<file path="config.mk">
export PLATFORM = sky130hd
export DESIGN_NAME = pm_argmin_stream_flat
export DESIGN_NICKNAME = d
export VERILOG_FILES = /design/src/rtl/pm_argmin_stream_pkg.sv /design/src/rtl/pm_argmin_stream_if.sv /design/src/rtl/pm_argmin_stream_min2_sel.sv /design/src/rtl/pm_argmin_stream.sv /design/src/flat_wrapper.sv
export SDC_FILE = /design/constraint.sdc
export NUM_CORES = 1
export LEC_CHECK = 0
export ABC_AREA = 1
export BUFFER_PORTS_ARGS = -buffer_cell sky130_fd_sc_hd__buf_2
export CORE_MARGIN = 1
export CORE_UTILIZATION = 33
export DETAILED_ROUTE_END_ITERATION = 10
export PLACE_DENSITY = 0.46
export SLEW_MARGIN = 20
export SYNTH_ARGS = -nofsm -noshare
export SYNTH_HDL_FRONTEND = slang
export SYNTH_HIERARCHICAL = 1
export SYNTH_SLANG_ARGS = --single-unit
</file>
<file path="constraint.sdc">
create_clock -name clk -period 4.4 [get_ports clk]
set_input_delay 0.88 -clock clk [delete_from_list [all_inputs] [get_ports clk]]
set_output_delay 0.88 -clock clk [all_outputs]
set_load 0.02 [all_outputs]
</file>
<file path="src/rtl/pm_argmin_stream_pkg.sv">
// Shared definitions for the path-metric argmin block and its neighbours
// (normalisation, traceback).
//   clog2      : ceiling log2, usable in constant expressions
//   DEF_*      : default configuration (7-bit metrics, 8 lanes, 8 beats)
//   vi_pair_t  : packed (value, index) pair at the default widths
//   beat_kind_e: how an incoming beat is treated by the input stage
package pm_argmin_stream_pkg;

    function automatic int unsigned clog2(input int unsigned n);
        int unsigned r;
        r = 0;
        while ((32'd1 << r) < n) r++;
        return r;
    endfunction

    localparam int unsigned DEF_M          = 6;
    localparam int unsigned METRIC_W       = DEF_M + 1;
    localparam int unsigned DEF_LANES      = 8;
    localparam int unsigned DEF_LOG2_LANES = clog2(DEF_LANES);
    localparam int unsigned DEF_MAX_BEATS  = 8;
    // A zero-width beat field is not allowed; single-beat frames use 1 bit.
    localparam int unsigned DEF_BEAT_W     = (DEF_MAX_BEATS > 1) ? clog2(DEF_MAX_BEATS) : 1;
    localparam int unsigned DEF_IDX_W      = DEF_BEAT_W + DEF_LOG2_LANES;

    typedef struct packed {
        logic [METRIC_W-1:0]  value;
        logic [DEF_IDX_W-1:0] index;
    } vi_pair_t;

    typedef enum logic [1:0] {
        KIND_IDLE  = 2'd0,  // no beat this cycle
        KIND_FIRST = 2'd1,  // opens (or restarts) a frame
        KIND_NEXT  = 2'd2,  // continues the open frame
        KIND_DROP  = 2'd3   // non-first beat with no open frame
    } beat_kind_e;

endpackage

</file>
<file path="src/rtl/pm_argmin_stream_if.sv">
// Beat/result bundle of pm_argmin_stream.
//   in_valid/in_first/in_last : beat strobe and frame delimiters
//   in_metrics                : LANES packed metrics, lane k at [(k+1)*(M+1)-1 : k*(M+1)]
//   out_valid                 : one-cycle result pulse
//   out_index/out_min         : global argmin index and its metric
//   out_err                   : sticky protocol error
// master = beat source, slave = argmin block.
interface pm_argmin_stream_if
    import pm_argmin_stream_pkg::*;
#(
    parameter int M          = DEF_M,
    parameter int LANES      = DEF_LANES,
    parameter int LOG2_LANES = DEF_LOG2_LANES,
    parameter int BEAT_W     = DEF_BEAT_W
);
    logic                           in_valid;
    logic                           in_first;
    logic                           in_last;
    logic [LANES*(M+1)-1:0]         in_metrics;
    logic                           out_valid;
    logic [BEAT_W+LOG2_LANES-1:0]   out_index;
    logic [M:0]                     out_min;
    logic                           out_err;

    modport master (
        output in_valid, in_first, in_last, in_metrics,
        input  out_valid, out_index, out_min, out_err
    );

    modport slave (
        input  in_valid, in_first, in_last, in_metrics,
        output out_valid, out_index, out_min, out_err
    );
endinterface

</file>
<file path="src/rtl/pm_argmin_stream_min2_sel.sv">
// min2_sel: combinational compare-select of two (value, index) pairs.
//   a_* : pair from the lower lane, b_* : pair from the upper lane
//   y_* : b wins only when strictly smaller, so ties keep the lower index
module min2_sel
    import pm_argmin_stream_pkg::*;
#(
    parameter int VAL_W = METRIC_W,
    parameter int IDX_W = DEF_LOG2_LANES
) (
    input  logic [VAL_W-1:0] a_val_i,
    input  logic [IDX_W-1:0] a_idx_i,
    input  logic [VAL_W-1:0] b_val_i,
    input  logic [IDX_W-1:0] b_idx_i,
    output logic [VAL_W-1:0] y_val_o,
    output logic [IDX_W-1:0] y_idx_o
);
    logic b_wins;

    always_comb begin
        b_wins  = (b_val_i < a_val_i);
        y_val_o = b_wins ? b_val_i : a_val_i;
        y_idx_o = b_wins ? b_idx_i : a_idx_i;
    end
endmodule

</file>
<file path="src/rtl/pm_argmin_stream.sv">
// pm_argmin_stream: pipelined multi-beat argmin over path metrics.
//   clk, rst : clock, synchronous active-high reset
//   bus      : slave side of pm_argmin_stream_if (beats in, result out)
// Pipeline: input stage (frame tracking, beat numbering) -> LOG2_LANES
// registered compare levels -> accumulator/output register. A result
// appears LOG2_LANES+1 cycles after the edge accepting the last beat.
module pm_argmin_stream
    import pm_argmin_stream_pkg::*;
#(
    parameter int M          = DEF_M,
    parameter int LANES      = DEF_LANES,
    parameter int LOG2_LANES = DEF_LOG2_LANES,
    parameter int MAX_BEATS  = DEF_MAX_BEATS,
    parameter int BEAT_W     = DEF_BEAT_W
) (
    input  logic              clk,
    input  logic              rst,
    pm_argmin_stream_if.slave bus
);
    localparam int MW    = M + 1;
    localparam int LW    = LOG2_LANES;
    localparam int IDX_W = BEAT_W + LOG2_LANES;
    localparam int NODES = LANES - 1;

    typedef logic [MW-1:0]     val_t;
    typedef logic [LW-1:0]     lane_t;
    typedef logic [BEAT_W-1:0] beat_t;
    typedef logic [IDX_W-1:0]  gidx_t;

    localparam beat_t BEAT_MAX = beat_t'(MAX_BEATS - 1);

    // ---------------- input stage ----------------
    logic                   open_q, open_d;
    beat_t                  cnt_q, cnt_d;
    logic                   err_q, err_d;
    beat_t                  beat_d;
    beat_kind_e             kind;
    logic [LANES*MW-1:0]    s0_metrics_q;

    // Sideband pipes: index 0 is the input stage, index LW the last tree level.
    logic [LW:0]            vld_q;
    logic [LW:0]            first_q;
    logic [LW:0]            last_q;
    beat_t                  beat_q [LW+1];

    always_comb begin
        kind = KIND_IDLE;
        if (bus.in_valid) begin
            if (bus.in_first)  kind = KIND_FIRST;
            else if (open_q)   kind = KIND_NEXT;
            else               kind = KIND_DROP;
        end

        beat_d = '0;
        cnt_d  = cnt_q;
        open_d = open_q;
        err_d  = err_q;
        case (kind)
            KIND_FIRST: begin
                cnt_d  = '0;
                open_d = !bus.in_last;
            end
            KIND_NEXT: begin
                // Overlong frame: keep numbering the extra beats as the last slot.
                if (cnt_q == BEAT_MAX) begin
                    beat_d = cnt_q;
                    err_d  = 1'b1;
                end else begin
                    beat_d = cnt_q + beat_t'(1);
                end
                cnt_d  = beat_d;
                open_d = !bus.in_last;
            end
            KIND_DROP: err_d = 1'b1;
            default: ;
        endcase
    end

    // ---------------- compare tree ----------------
    // Node storage is flattened level by level: level l (1..LW) occupies
    // LANES>>l nodes starting at LANES - (LANES >> (l-1)).
    val_t  sel_val [NODES];
    lane_t sel_idx [NODES];
    val_t  nval_q  [NODES];
    lane_t nidx_q  [NODES];

    for (genvar l = 1; l <= LW; l++) begin : g_lvl
        localparam int N   = LANES >> l;
        localparam int OFF = LANES - (LANES >> (l - 1));
        for (genvar j = 0; j < N; j++) begin : g_node
            if (l == 1) begin : g_leaf
                min2_sel #(.VAL_W(MW), .IDX_W(LW)) u_min (
                    .a_val_i (s0_metrics_q[(2*j)*MW +: MW]),
                    .a_idx_i (lane_t'(2*j)),
                    .b_val_i (s0_metrics_q[(2*j+1)*MW +: MW]),
                    .b_idx_i (lane_t'(2*j+1)),
                    .y_val_o (sel_val[OFF+j]),
                    .y_idx_o (sel_idx[OFF+j])
                );
            end else begin : g_inner
                localparam int POFF = LANES - (LANES >> (l - 2));
                min2_sel #(.VAL_W(MW), .IDX_W(LW)) u_min (
                    .a_val_i (nval_q[POFF+2*j]),
                    .a_idx_i (nidx_q[POFF+2*j]),
                    .b_val_i (nval_q[POFF+2*j+1]),
                    .b_idx_i (nidx_q[POFF+2*j+1]),
                    .y_val_o (sel_val[OFF+j]),
                    .y_idx_o (sel_idx[OFF+j])
                );
            end
        end
    end

    always_ff @(posedge clk) begin
        if (rst) begin
            open_q       <= 1'b0;
            cnt_q        <= '0;
            err_q        <= 1'b0;
            s0_metrics_q <= '0;
            vld_q        <= '0;
            first_q      <= '0;
            last_q       <= '0;
            for (int unsigned i = 0; i <= LW; i++) beat_q[i] <= '0;
            for (int unsigned n = 0; n < NODES; n++) begin
                nval_q[n] <= '0;
                nidx_q[n] <= '0;
            end
        end else begin
            open_q       <= open_d;
            cnt_q        <= cnt_d;
            err_q        <= err_d;
            s0_metrics_q <= bus.in_metrics;
            vld_q[0]     <= (kind == KIND_FIRST) || (kind == KIND_NEXT);
            first_q[0]   <= bus.in_first;
            last_q[0]    <= bus.in_last;
            beat_q[0]    <= beat_d;
            for (int unsigned i = 1; i <= LW; i++) begin
                vld_q[i]   <= vld_q[i-1];
                first_q[i] <= first_q[i-1];
                last_q[i]  <= last_q[i-1];
                beat_q[i]  <= beat_q[i-1];
            end
            for (int unsigned n = 0; n < NODES; n++) begin
                nval_q[n] <= sel_val[n];
                nidx_q[n] <= sel_idx[n];
            end
        end
    end

    // ---------------- accumulator / output ----------------
    val_t  acc_val_q, acc_val_d;
    gidx_t acc_idx_q, acc_idx_d;
    logic  take;
    logic  out_valid_q;
    gidx_t out_index_q;
    val_t  out_min_q;

    // Strict less-than keeps the earlier beat on ties (lowest global index).
    always_comb begin
        take      = vld_q[LW] && (first_q[LW] || (nval_q[NODES-1] < acc_val_q));
        acc_val_d = take ? nval_q[NODES-1] : acc_val_q;
        acc_idx_d = take ? {beat_q[LW], nidx_q[NODES-1]} : acc_idx_q;
    end

    always_ff @(posedge clk) begin
        if (rst) begin
            acc_val_q   <= '0;
            acc_idx_q   <= '0;
            out_valid_q <= 1'b0;
            out_index_q <= '0;
            out_min_q   <= '0;
        end else begin
            acc_val_q   <= acc_val_d;
            acc_idx_q   <= acc_idx_d;
            out_valid_q <= vld_q[LW] && last_q[LW];
            if (vld_q[LW] && last_q[LW]) begin
                out_index_q <= acc_idx_d;
                out_min_q   <= acc_val_d;
            end
        end
    end

    assign bus.out_valid = out_valid_q;
    assign bus.out_index = out_index_q;
    assign bus.out_min   = out_min_q;
    assign bus.out_err   = err_q;

endmodule

</file>
<file path="src/flat_wrapper.sv">
// flat-port wrapper written by rule: the top's interface ports become plain ports
module pm_argmin_stream_flat import pm_argmin_stream_pkg::*;
#(
    parameter int M          = DEF_M,
    parameter int LANES      = DEF_LANES,
    parameter int LOG2_LANES = DEF_LOG2_LANES,
    parameter int MAX_BEATS  = DEF_MAX_BEATS,
    parameter int BEAT_W     = DEF_BEAT_W
)
  (clk, rst, bus_in_valid, bus_in_first, bus_in_last, bus_in_metrics, bus_out_valid, bus_out_index, bus_out_min, bus_out_err);
  pm_argmin_stream_if #(.M(M), .LANES(LANES), .LOG2_LANES(LOG2_LANES), .BEAT_W(BEAT_W)) bus_i ();
  input  logic clk;
  input  logic rst;
  input wire logic [$bits(bus_i.in_valid)-1:0] bus_in_valid;
  input wire logic [$bits(bus_i.in_first)-1:0] bus_in_first;
  input wire logic [$bits(bus_i.in_last)-1:0] bus_in_last;
  input wire logic [$bits(bus_i.in_metrics)-1:0] bus_in_metrics;
  output wire logic [$bits(bus_i.out_valid)-1:0] bus_out_valid;
  output wire logic [$bits(bus_i.out_index)-1:0] bus_out_index;
  output wire logic [$bits(bus_i.out_min)-1:0] bus_out_min;
  output wire logic [$bits(bus_i.out_err)-1:0] bus_out_err;
  assign bus_i.in_valid = bus_in_valid;
  assign bus_i.in_first = bus_in_first;
  assign bus_i.in_last = bus_in_last;
  assign bus_i.in_metrics = bus_in_metrics;
  assign bus_out_valid = bus_i.out_valid;
  assign bus_out_index = bus_i.out_index;
  assign bus_out_min = bus_i.out_min;
  assign bus_out_err = bus_i.out_err;
  pm_argmin_stream #(.M(M), .LANES(LANES), .LOG2_LANES(LOG2_LANES), .MAX_BEATS(MAX_BEATS), .BEAT_W(BEAT_W)) u_core (.clk(clk), .rst(rst), .bus(bus_i));
endmodule
</file>
=== Yosys cells after proc, flatten, opt, wreduce, memory -nomap -nowiden ===
Memories as Yosys holds them, arrays and structs flattened.
Index checks and enable logic that the tools add are counted.

* Logic and storage cells: 101
* Output and inout bits: 15
* Memory bits (writable): 82
* Register bits: 100
* Memories: 3
* Bits of input ports: 61

{| class="wikitable"
|+ Memory list
! name !! words !! bits a word !! rd ports !! clocked after memory_dff !! write ports !! line !! text
|-
| u_core.nval_q || 7 || 7 || 7 || 0 || 7 || pm_argmin_stream.sv:84 || <nowiki>val_t nval_q [NODES];</nowiki>
|-
| u_core.nidx_q || 7 || 3 || 7 || 0 || 7 || pm_argmin_stream.sv:85 || <nowiki>lane_t nidx_q [NODES];</nowiki>
|-
| u_core.beat_q || 4 || 3 || 4 || 0 || 4 || pm_argmin_stream.sv:44 || <nowiki>beat_t beat_q [LW+1];</nowiki>
|}

* Bitwise gates (word level): 18
* Order comparisons: 8
* Equality and inequality tests: 5
* Add/sub/neg operators: 1
* Multiplexer cells: 45
* Reductions and logical operators: 9

{| class="wikitable"
|+ Operator list
! operator !! count
|-
| 7-bit two-way mux || 15
|-
| 7-bit less-than comparator || 8
|-
| 3-bit two-way mux || 16
|-
| 1-bit OR || 18
|-
| 1-bit two-way mux || 9
|-
| 6-bit two-way mux || 1
|-
| 3-bit one-hot mux with 2 select lines || 1
|-
| 2-bit equality test, second input constant || 2
|-
| 2-bit two-way mux || 2
|-
| 2-bit nonzero test || 2
|-
| 3-bit by 1-bit adder with 3-bit output, second input constant || 1
|-
| 3-bit equality test, second input constant || 1
|-
| 2-bit by 1-bit equality test with 1-bit output, second input constant || 1
|-
| 1-bit logical AND || 2
|-
| 1-bit logical OR || 2
|-
| 2-bit by 1-bit != test with 1-bit output, second input constant || 1
|-
| 1-bit one-hot mux with 2 select lines || 1
|-
| 2-bit AND reduction || 1
|-
| 2-bit OR reduction || 1
|-
| 1-bit logical NOT || 1
|}

=== Depth between registers and ports, before layout ===
* Depth in word-level cells: 6
* Mapped depth: 15
* Depth with buffers taken out: 14

=== Modules after synthesis ===
Netlist, hierarchy kept.

{| class="wikitable"
|+ By module, submodules not included
! module !! cells an instance !! area each (µm²) !! instances
|-
| pm_argmin_stream || 676 || 5,733.0 || 1
|-
| min2_sel || 64 || 339.1 || 7
|}

=== Least setup slack after synthesis ===
OpenSTA, ideal clock, no wires.

* Path type: input-to-reg
* Start point: in bus_in_first
* End point: reg u_core.cnt_q[0]
* Path slack: 2,606 ps
* Data required time: 4,330 ps
* Buffers on the path: 0
* Library setup time: 70 ps
* Data arrival time: 1,724 ps
* Stages: 7
* Path through: inv_1 a21oi_1 inv_1 ha_1 inv_1 o21ai_0 a21oi_1

* Cells in the longest elaborated chain, start to end: 4

{| class="wikitable"
|+ RTL lines
! item !! line !! text
|-
| from (decl) || flat_wrapper.sv:15 || <nowiki>input wire logic [$bits(bus_i.in_first)-1:0] bus_in_first;</nowiki>
|-
| 2-bit two-way mux * || pm_argmin_stream.sv:49 || <nowiki>if (bus.in_first) kind = KIND_FIRST;</nowiki>
|-
| 2-bit two-way mux * || pm_argmin_stream.sv:48 || <nowiki>if (bus.in_valid) begin</nowiki>
|-
| 2-bit equality test / 2-bit by 1-bit equality test with 1-bit output (equally long branches) || pm_argmin_stream.sv:58 || <nowiki>case (kind)</nowiki>
|-
| 3-bit one-hot mux with 2 select lines / 2-bit nonzero test (equally long branches) || n/a ||
|-
| to (signal assigned) || pm_argmin_stream.sv:130 || <nowiki>cnt_q <= cnt_d;</nowiki>
|-
| to (decl) || pm_argmin_stream.sv:34 || <nowiki>beat_t cnt_q, cnt_d;</nowiki>
|}

Every way passes the cells marked *; elsewhere a longest branch is shown, timed or not.
A chain may end at the register's enable or synchronous reset.

=== Final worst setup path ===
* Start point: reg u_core.vld_q[3]
* End point: reg u_core.out_index_q[0] (netlist: u_core/bus.out_index[0])

* Cells in the longest elaborated chain, start to end: 2

{| class="wikitable"
|+ RTL lines
! item !! line !! text
|-
| from (decl) || pm_argmin_stream.sv:41 || <nowiki>logic [LW:0] vld_q;</nowiki>
|-
| from (signal, indexed assignment) || pm_argmin_stream.sv:138 || <nowiki>vld_q[i] <= vld_q[i-1];</nowiki>
|-
| 1-bit logical AND || pm_argmin_stream.sv:160 || <nowiki>take = vld_q[LW] && (first_q[LW] || (nval_q[NODES-1] < acc_val_q));</nowiki>
|-
| 6-bit two-way mux || pm_argmin_stream.sv:162 || <nowiki>acc_idx_d = take ? {beat_q[LW], nidx_q[NODES-1]} : acc_idx_q;</nowiki>
|-
| to (signal assigned) || pm_argmin_stream.sv:177 || <nowiki>out_index_q <= acc_idx_d;</nowiki>
|-
| to (decl) || pm_argmin_stream.sv:155 || <nowiki>gidx_t out_index_q;</nowiki>
|}

Several ways; a longest one is shown, not always the timed one.

==> results by group <==
Yosys
  – Leading cell types by total area after synthesis: dfxtp_1 45%, inv_1 11%, nand2_1 11%, nor2_1 8.7%, ha_1 7.9%
  – Sequential-to-total area share from yosys stat: 0.449
  – Top-area cell type share of the netlist area: 0.449
  – Gate count after technology mapping: 1124
  – Dominant cell type by area after synthesis: dfxtp_1
  – Warnings from Yosys: 6
  – Number of storage elements in the synthesis netlist: 182
  – Distinct cell type count of the synthesized netlist: 21
  – Post-synthesis cell area: 0.00811 mm²
  – Syn avg cell area: 7.21 µm²

Critical path
  – Total stage count of the critical path: 6
  – Capturing element of the worst setup path: u_core/bus.out_index[0]$_SDFFE_PP0P_
  – Worst-path cell with the longest stage delay: clkinv_1
  – Data required time at the worst endpoint: 4.72 ns
  – Worst-case register-to-register setup slack: 2.45 ns
  – Buf/Inv on CP: 2
  – Data arrival time at the worst-slack endpoint: 2.27 ns
  – Ordered list of cells on the worst path: nand2_1 -> clkinv_1 -> nor2_1 -> nor2_1 -> nand2_1 -> inv_1
  – FF-to-FF End: u_core/bus.out_index[0]$_SDFFE_PP0P_
  – Reg-to-Reg Start: u_core/vld_q[3]$_SDFF_PP0_
  – Crit. Startpoint: u_core/vld_q[3]$_SDFF_PP0_
  – Delay of the slowest critical-path stage: 0.64 ns
  – Critical-path maximum fanout: 26
  – Endpoint class of the critical path: flip-flop
  – Dominant delay contributor by cell family on the critical path: buffers and inverters
  – Logic depth of the worst register-to-register path: 6
  – Nature of the critical path startpoint: flip-flop
  – Worst Path Class, Setup: reg2reg

Clock tree
  – Maximum root-to-sink buffer count: 2
  – Resize count post-CTS: 0
  – CTS Hold Buffers Added: 0
  – Total setup buffers inserted after CTS: 0
  – TritonCTS Sinks: 182
  – TritonCTS Buffers: 17
  – Cell chosen for the clock root: clkbuf_16
  – Post-CTS clock slew at the launch and capture registers of the worst setup and hold paths: 0.07 ns
  – H-tree depth: 4
  – Clock insertion delay at the later pin of the skew report: 0.43 ns
  – TritonCTS clock tree: yes

Finish
  – Net count reported at finish: 1314
  – Ratio of cells with drive above 1 in the final layout: 0.123
  – Antenna Diode Count: 0
  – Util after Layout: 0.391
  – Area growth from synthesis to final layout: 14.4%
  – Finished layout cell area: 0.00928 mm²
  – Most used cells in the layout excluding fill and tap cells: 247 x inv_1, 240 x nand2_1, 188 x nor2_1
  – Most common cell after layout, fill and taps aside: inv_1

Place
  – Standard cell area after detailed placement: 0.00869 mm²
  – Placer's final routability congestion estimate: 0.750
  – HPWL reported at the end of detailed placement: 9.70 mm
  – Port Buffer Count: 75

Route
  – Routed length per instance: 9.47 µm
  – Post-detailed-route count of antenna-violating nets: 0
  – Metal3 WL: 403 µm
  – Via count: 6008
  – Topmost layer with routed signal wires: met4
  – Final wirelength: 14.5 mm
  – Met2 WL post-DR: 6.36 mm
  – Remaining DRCs: 0
  – Iteration-0 DRC Markers: 318
  – First-pass detailed-route iteration total: 6
  – Metal-1 WL: 7.58 mm
  – Via/cell ratio: 3.92

Floorplanning
  – Die Ht: 159 µm
  – Standard-cell rows: 56
  – Floorplan die width: 159 µm
  – Initial Utilization: 0.341
  – Placeable Area: 0.0238 mm²
  – Die ar.: 0.0252 mm²
  – # IOs: 76

Power
  – Leak: 4.82 nW
  – Power per unit of standard cell area: 419 mW/mm²
  – Max VDD drop: 161 µV

STA
  – Count of final max-slew check failures: 0
  – Final Hold Violating Endpoints: 0
  – Tightest Pin Transition: 1.01 ns
  – Final worst path period need: 1.95 ns
  – Post-Route Setup TNS: 0 ns
  – RSZ-0062 raised after global routing: false
  – Highest clock frequency the design can meet: 0.514 GHz
  – Clock Skews: 0.0114 ns
  – # setup viols final: 0
  – Worst slew margin: 0.326
  – Final Cycle Share: 0.442

Global route
  – Total Routing Usage GR: 0.125
  – Initial antenna violation count: 0
  – Final global-route overflow total: 0
  – Pin count of the biggest net entering global routing: 159
  – Wire length of the first global-routing pass: 25.9 mm
  – Via count of the first global-routing pass: 5812

Hold path
  – Worst hold path depth: 2
  – Hold crit path type: reg2reg

Job
  – Number of violations of the max-capacitance limit: 0

Run status
  – Outcome: finished clean
sequential cells by signal, summed over array words and instances, names as in the netlist, 6 cells and up:
register / flops
u_core/bus.out_min: 7
u_core/bus.out_index: 6
u_core/acc_val_q: 7
u_core/s0_metrics_q: 56
u_core/nval_q: 49
u_core/nidx_q: 21
u_core/acc_idx_q: 6
u_core/beat_q: 12
per-layer routing:
| layer | up-vias | track usage |
|---|---|---|
| met2 | 70 | 0.205 |
| met4 | 0 | 0.0463 |
| li1 | 3428 | - |
| met5 | - | 0 |
| met1 | 2498 | 0.159 |
| met3 | 12 | 0.0272 |
stage by stage:
step           worst slack [ns]  power [mW]  hold WS [ns]  cells
4_1_cts                    2.41        3.96         0.395   1534
3_3_place_gp               1.99        2.43         0.390   1502
2_1_floorplan              2.61        2.34         0.388   1146
6_report                   2.45        3.89         0.396   1534
3_5_place_dp               1.97        2.43         0.392   1502
5_1_grt                    2.18        4.14         0.417   1534
report_power, final:
| part | leakage (nW) | switching, mW | internal [mW] | total, mW |
|---|---|---|---|---|
| logic | 3.05 | 0.396 | 0.201 | 0.597 |
| registers | 1.49 | 0.0488 | 1.74 | 1.79 |
| clock network | 0.278 | 0.635 | 0.865 | 1.50 |
worst min path at each step:
| stage | from | to | slack (ns) |
|---|---|---|---|
| 4_1_cts | u_core/beat_q[0][7]$_SDFF_PP0_ | u_core/beat_q[0][10]$_SDFF_PP0_ | 0.39 |
| 3_5_place_dp | u_core/first_q[2]$_SDFF_PP0_ | u_core/first_q[3]$_SDFF_PP0_ | 0.39 |
| 6_report | u_core/beat_q[0][7]$_SDFF_PP0_ | u_core/beat_q[0][10]$_SDFF_PP0_ | 0.40 |
| 2_1_floorplan | u_core/beat_q[0][7]$_SDFF_PP0_ | u_core/beat_q[0][10]$_SDFF_PP0_ | 0.39 |
| 5_1_grt | u_core/beat_q[0][8]$_SDFF_PP0_ | u_core/beat_q[0][11]$_SDFF_PP0_ | 0.42 |
| 3_3_place_gp | u_core/beat_q[0][5]$_SDFF_PP0_ | u_core/beat_q[0][8]$_SDFF_PP0_ | 0.39 |
cells in the mapped netlist:
cell type  count
inv_1        247
nand2_1      240
nor2_1       188
dfxtp_1      182
nand3_1       95
ha_1          51
a21oi_1       29
nand2_2       25
buf_6         16
buf_2         13
clkbuf_1       8
a21oi_4        7
inv_2          7
o21ai_0        7
conb_1         2
nand2_4        2
a21oi_2        1
buf_1          1
buf_4          1
clkinv_1       1
nand3_2        1
logic make-up (layout without fill, tap and decap cells):
group,after synthesis,count (layout),share of synthesized area
adder cells (fa/ha/maj),51,51,0.0787
AND/OR/NAND/NOR,551,551,0.280
AO/OA/AOI/OAI,44,44,0.0374
flip-flops,182,182,0.449
buffers and inverters,294,363,0.153
other,2,24,0.000926
worst register-to-register path: cells and delay by family, from the launching register on:
kind	cells	cell delay [ns]
buffers and inverters	2	0.68
flip-flops	1	0.52
AND/OR/NAND/NOR	4	0.66
layout make-up:
class	instances	area, µm²
inverter	255	957
tap	319	399
clock buffer	20	457
sequential	182	3640
fill	2535	14500
clock inverter	12	128
multi-input combinational	670	3300
timing repair buffer	76	392
Note: power is estimated with default switching activity, not from simulation.
